### src/rtl/search_result_bcd.sv
// Search-result display path: captures a match address, times the search in clock
// cycles, and converts the selected value to BCD with a serial double-dabble engine.
module search_result_bcd #(
    parameter int WIDTH     = 16,
    parameter int DIGITS    = 4,
    parameter int CNT_WIDTH = 16
) (
    input  logic                  CLK100MHZ,
    input  logic                  reset,
    input  logic                  start,
    input  logic                  result_valid,
    input  logic [WIDTH-1:0]      result,
    input  logic                  mode,
    output logic [4*DIGITS-1:0]   bcd_out,
    output logic [DIGITS-1:0]     blank_mask,
    output logic                  overflow,
    output logic                  busy,
    output logic                  bcd_valid,
    output logic [CNT_WIDTH-1:0]  elapsed
);

    localparam int SCR_BASE   = (WIDTH + 2) / 3 + 1;
    localparam int SCR_DIGITS = (SCR_BASE > DIGITS) ? SCR_BASE : DIGITS;
    localparam int SCR_W      = 4 * SCR_DIGITS;
    localparam int BIT_CNT_W  = $clog2(WIDTH + 1);

    typedef enum logic [1:0] {IDLE, LOAD, SHIFT, DONE} state_t;

    function automatic logic [SCR_W-1:0] dabble_step(input logic [SCR_W-1:0] scr,
                                                     input logic            msb);
        logic [SCR_W-1:0] adj;
        adj = scr;
        for (int i = 0; i < SCR_DIGITS; i++) begin
            if (adj[4*i +: 4] >= 4'd5)
                adj[4*i +: 4] = adj[4*i +: 4] + 4'd3;
        end
        return {adj[SCR_W-2:0], msb};
    endfunction

    // Any nonzero digit beyond the displayed ones means the value does not fit.
    function automatic logic scr_overflow(input logic [SCR_W-1:0] scr);
        logic ovf;
        ovf = 1'b0;
        for (int i = DIGITS; i < SCR_DIGITS; i++) begin
            if (scr[4*i +: 4] != 4'd0)
                ovf = 1'b1;
        end
        return ovf;
    endfunction

    function automatic logic [DIGITS-1:0] lead_blank(input logic [4*DIGITS-1:0] d);
        logic [DIGITS-1:0] m;
        logic              all_zero;
        m        = '0;
        all_zero = 1'b1;
        for (int i = DIGITS - 1; i >= 1; i--) begin
            if (d[4*i +: 4] != 4'd0)
                all_zero = 1'b0;
            m[i] = all_zero;
        end
        return m;
    endfunction

    state_t                 state_q;
    logic [CNT_WIDTH-1:0]   cnt_q;
    logic                   running_q;
    logic [WIDTH-1:0]       cap_q;
    logic                   mode_last_q;
    logic                   pending_q;
    logic                   busy_q;
    logic                   bcd_valid_q;
    logic [4*DIGITS-1:0]    bcd_q;
    logic [DIGITS-1:0]      blank_q;
    logic                   ovf_q;
    logic [BIT_CNT_W-1:0]   bit_cnt_q;
    logic [WIDTH-1:0]       src_q;
    logic [SCR_W-1:0]       scr_q;

    logic [WIDTH-1:0]       cnt_ext;
    logic                   trigger;
    logic                   busy_event;
    logic                   scr_ovf;
    logic [4*DIGITS-1:0]    scr_digits;

    always_comb begin
        cnt_ext                  = '0;
        cnt_ext[CNT_WIDTH-1:0]   = cnt_q;
    end

    assign trigger    = result_valid | (mode != mode_last_q) | (mode & running_q) | pending_q;
    assign busy_event = result_valid | (mode != mode_last_q);
    assign scr_ovf    = scr_overflow(scr_q);
    assign scr_digits = scr_q[4*DIGITS-1:0];

    // Elapsed counter: start wins, a result freezes after its own increment.
    always_ff @(posedge CLK100MHZ or negedge reset) begin
        if (!reset) begin
            cnt_q     <= '0;
            running_q <= 1'b0;
        end else if (start) begin
            cnt_q     <= '0;
            running_q <= ~result_valid;
        end else if (running_q) begin
            if (cnt_q != {CNT_WIDTH{1'b1}})
                cnt_q <= cnt_q + 1'b1;
            if (result_valid)
                running_q <= 1'b0;
        end
    end

    always_ff @(posedge CLK100MHZ or negedge reset) begin
        if (!reset) begin
            state_q     <= IDLE;
            cap_q       <= '0;
            mode_last_q <= 1'b0;
            pending_q   <= 1'b0;
            busy_q      <= 1'b0;
            bcd_valid_q <= 1'b0;
            bcd_q       <= '0;
            blank_q     <= {{(DIGITS-1){1'b1}}, 1'b0};
            ovf_q       <= 1'b0;
            bit_cnt_q   <= '0;
        end else begin
            bcd_valid_q <= 1'b0;
            if (result_valid)
                cap_q <= result;
            case (state_q)
                IDLE: begin
                    if (trigger) begin
                        busy_q  <= 1'b1;
                        state_q <= LOAD;
                    end
                end
                LOAD: begin
                    mode_last_q <= mode;
                    pending_q   <= result_valid;
                    bit_cnt_q   <= '0;
                    state_q     <= SHIFT;
                end
                SHIFT: begin
                    if (busy_event)
                        pending_q <= 1'b1;
                    bit_cnt_q <= bit_cnt_q + 1'b1;
                    if (bit_cnt_q == BIT_CNT_W'(WIDTH - 1))
                        state_q <= DONE;
                end
                DONE: begin
                    if (busy_event)
                        pending_q <= 1'b1;
                    ovf_q       <= scr_ovf;
                    bcd_q       <= scr_ovf ? {DIGITS{4'h9}} : scr_digits;
                    blank_q     <= scr_ovf ? '0 : lead_blank(scr_digits);
                    bcd_valid_q <= 1'b1;
                    busy_q      <= 1'b0;
                    state_q     <= IDLE;
                end
                default: state_q <= IDLE;
            endcase
        end
    end

    // Conversion datapath: contents only matter between LOAD and DONE.
    always_ff @(posedge CLK100MHZ) begin
        if (state_q == LOAD) begin
            src_q <= mode ? cnt_ext : cap_q;
            scr_q <= '0;
        end else if (state_q == SHIFT) begin
            scr_q <= dabble_step(scr_q, src_q[WIDTH-1]);
            src_q <= {src_q[WIDTH-2:0], 1'b0};
        end
    end

    assign bcd_out    = bcd_q;
    assign blank_mask = blank_q;
    assign overflow   = ovf_q;
    assign busy       = busy_q;
    assign bcd_valid  = bcd_valid_q;
    assign elapsed    = cnt_q;

endmodule

### config.mk
export PLATFORM = sky130hd
export DESIGN_NAME = search_result_bcd
export DESIGN_NICKNAME = d
export VERILOG_FILES = /design/src/rtl/search_result_bcd.sv
export SDC_FILE = /design/constraint.sdc
export NUM_CORES = 1
export LEC_CHECK = 0
export ABC_AREA = 1
export CORE_ASPECT_RATIO = 1.1
export CORE_UTILIZATION = 40
export CTS_CLUSTER_SIZE = 8
export DETAILED_ROUTE_END_ITERATION = 6
export PLACE_DENSITY_LB_ADDON = 0.05
export SLEW_MARGIN = 20
export SYNTH_ARGS = -nofsm -noshare
export SYNTH_HDL_FRONTEND = slang
export SYNTH_SLANG_ARGS = --single-unit
### constraint.sdc
create_clock -name CLK100MHZ -period 5.4 [get_ports CLK100MHZ]
set_clock_uncertainty 0.05 [all_clocks]
set_input_delay 1.08 -clock CLK100MHZ [delete_from_list [all_inputs] [get_ports CLK100MHZ]]
set_output_delay 1.08 -clock CLK100MHZ [all_outputs]
set_load 0.02 [all_outputs]
==> results_dict.tcl <==
set metrics [dict create \
    outcome "complete, no violations" \
    coreArea_um2 13400 \
    final_common_cell "nand2_1" \
    holdCritPathClass "reg -> reg" \
    setup_viol 0 \
    fin_setup_tns_ns 0 \
    fmax_mhz 345 \
    path_clk_slew_ns 0.07 \
    insertion_delay_ns 0.35 \
    initialDrtViolationCount 266 \
    period_share_pct 53.7 \
    synth_area_leaders "dfrtp_1 (27%), nand2_1 (14%), dfxtp_1 (10%)" \
    ant_nets 0 \
    fin_area_um2 6590 \
    synth_compound_area_share_pct 12.9 \
    cpMostUsedCell "nand2_1" \
    wire_per_inst_um 13.5 \
    placementRows 44 \
    start_kind "input pin" \
    crit_chain "clkdlybuf4s50_1 -> inv_1 -> nor2_1 -> nor3_1 -> nand3_1 -> nand2_1 -> nand2_1 -> nand2_1" \
    ir_drop_v 0.000230 \
    pin_count 60 \
    grt_use_met2_pct 34.3 \
    grt_pass1_vias 4519 \
    clock-sinks 108 \
    synth-adder-area-share_pct 6.26 \
    post-route-util_pct 49.1 \
    initial_core_util_pct 41.7 \
    netlist_area_um2 5600 \
    synthArstFlopShare_pct 59.3 \
    ys_types 38 \
    gp_congestion 0.832 \
    grtUsageMet1_pct 23.8 \
    finalCriticalPeriod_ns 2.90 \
    totalWireLength_um 12900 \
    crit_path_end "state_q[1]" \
    layout_common_cells "nand2_1 (209), o21ai_0 (83), inv_1 (72)" \
    place_area_um2 6300 \
    yosysTopAreaCell "dfrtp_1" \
    place_inst 936 \
    rsz0062_at_grt "false" \
    ys.flop_type "dfrtp_1" \
    cp-startpoint "mode" \
    layout.nets 812 \
    grt_usage_pct 19.5 \
    grt_overflow_total 0 \
    fillCellCount 1382 \
    yosysTopAreaCellShare_pct 27.3 \
    dieHeight_um 126 \
    crit_fanout 21 \
    ff2ff_path_depth 3 \
    slowest_stage "clkdlybuf4s50_1" \
    antenna_found_initial 0 \
    dieArea_um2 14500 \
    via_per_inst 4.97 \
    first_pass_iters 4 \
    muxShareOfSynthArea_pct 0 \
    worst_slew_pin_slew_ns 0.946 \
    cts_tree "yes" \
    multiInputGateArea_um2 2550 \
    slew-limit-headroom_pct 36.9 \
    htreeDepth 3 \
    r2r_end "blank_mask[2]" \
    place_hpwl_um 8790 \
    end_kind "register" \
    num_antenna_cells 0 \
    yosysWarnings 0 \
    whs_ns 0.418 \
    synthSimpleGateAreaFrac_pct 24.7 \
    met3_usage_pct 3.13 \
    synth-edff-count 16 \
    required_ns 5.64 \
    critPathMaxStageDelay_ns 0.73 \
    instances_no_fill 952 \
    vias 4730 \
    synth-xor-area-share_pct 1.56 \
    critPathKind "in -> reg" \
    power_density_nw_per_um2 503 \
    reg2reg_from "state_q[1]" \
    synth_top_family_by_area "simple AND/OR/NAND/NOR gates" \
    syn_inst 718 \
    finalHoldViolations 0 \
    busiest_layer "met2" \
    slew_violations 0 \
    synth_fp_nets 767 \
    p_leak_nw 2.94 \
    seqCellArea_um2 2650 \
    synth_seq_area_share_pct 47.3 \
    grt_max_degree 65 \
    ctsResizeCount 0 \
    cts_hold_buf 0 \
    cap_violations 0 \
    drive_above_1_share_pct 5.21 \
    cts-root-buf "clkbuf_16" \
    synth-seq-cells 108 \
    rrSetupSlack_ns 3.10 \
    portBuffers 58 \
    avgSynthCellArea_um2 7.80 \
    grt_pass1_wl_um 22000 \
    die_w_um 115 \
    areaGrowthSynthToFinish_pct 17.7 \
    worstPathArrival_ns 3.14 \
    postCtsSetupRepairBufs 0 \
    cts_buffers 9 \
    clk_path_buf_depth 2 \
    drc 0 \
]
==> registers in the layout (all words and copies together), names as in the netlist <==
signal	flops
bcd_out	16
bcd_valid	1
bit_cnt_q	5
blank_mask	3
busy	1
cap_q	16
elapsed	16
mode_last_q	1
overflow	1
pending_q	1
running_q	1
scr_q	28
src_q	16
state_q	2
==> through the flow <==
step	worst slack, ns	total power, W
floorplan	3.47	0.00229
global placement	2.22	0.00267
detailed placement	2.13	0.00271
CTS	2.50	0.00337
global route	2.29	0.00362
finish	2.50	0.00332
==> per-layer routing <==
| metal | part of all wire, % | vias to the layer above |
|---|---|---|
| met3 | 2.9 | 14 |
| met5 | 0 | - |
| li1 | - | 2405 |
| met1 | 47 | 2225 |
| met4 | 1.8 | 0 |
| met2 | 48 | 86 |
==> kinds of logic (layout without fill, tap and decap cells) <==
kind of cell    after synthesis  after routing
simple gates                334            334
compound gates              136            136
flops                       108            108
buf+inv                     101            151
fa+ha+maj                    28             28
xor+xnor                     10             10
other cells                   1              1
==> worst min path at each step <==
stage | from | to | slack, ns | cells after the start
global placement | cap_q[3] | cap_q[3] | 0.41 | 2
floorplan | cap_q[10] | cap_q[10] | 0.39 | 2
detailed placement | cap_q[4] | cap_q[4] | 0.40 | 2
finish | cap_q[10] | cap_q[10] | 0.42 | 2
global route | cap_q[10] | cap_q[10] | 0.44 | 2
CTS | cap_q[4] | cap_q[4] | 0.42 | 2
==> cell usage after synthesis, drive strengths merged, types with 3 or more instances <==
cell type,n
a21oi,32
a31oi,8
buf,9
clkbuf,18
dfrtp,61
dfstp,3
dfxtp,28
edfxtp,16
ha,28
inv,73
nand2,212
nand3,33
nand4,11
nor2,68
o211ai,6
o21ai,85
or2,6
xnor2,3
xor2,7
==> final cells by class <==
cell class                      count  area share [%]
Inverter                           74            4.21
Clock buffer                       11            3.84
Timing Repair Buffer               61            9.08
Sequential cell                   108            40.2
Tap cell                          184            3.49
Multi-Input combinational cell    509            38.7
Clock inverter                      5           0.532
==> power breakdown <==
group          internal [W]  switching (W)
clock network      0.000339       0.000306
registers           0.00114       0.000174
logic              0.000491       0.000872
total               0.00197        0.00135
==> worst max-delay path, delay by kind of cell <==
kind                   cells  cell delay [ns]
buffers and inverters      2             1.26
and+or+nand+nor            6             0.79
No activity file was read; power rests on OpenSTA's default activity.
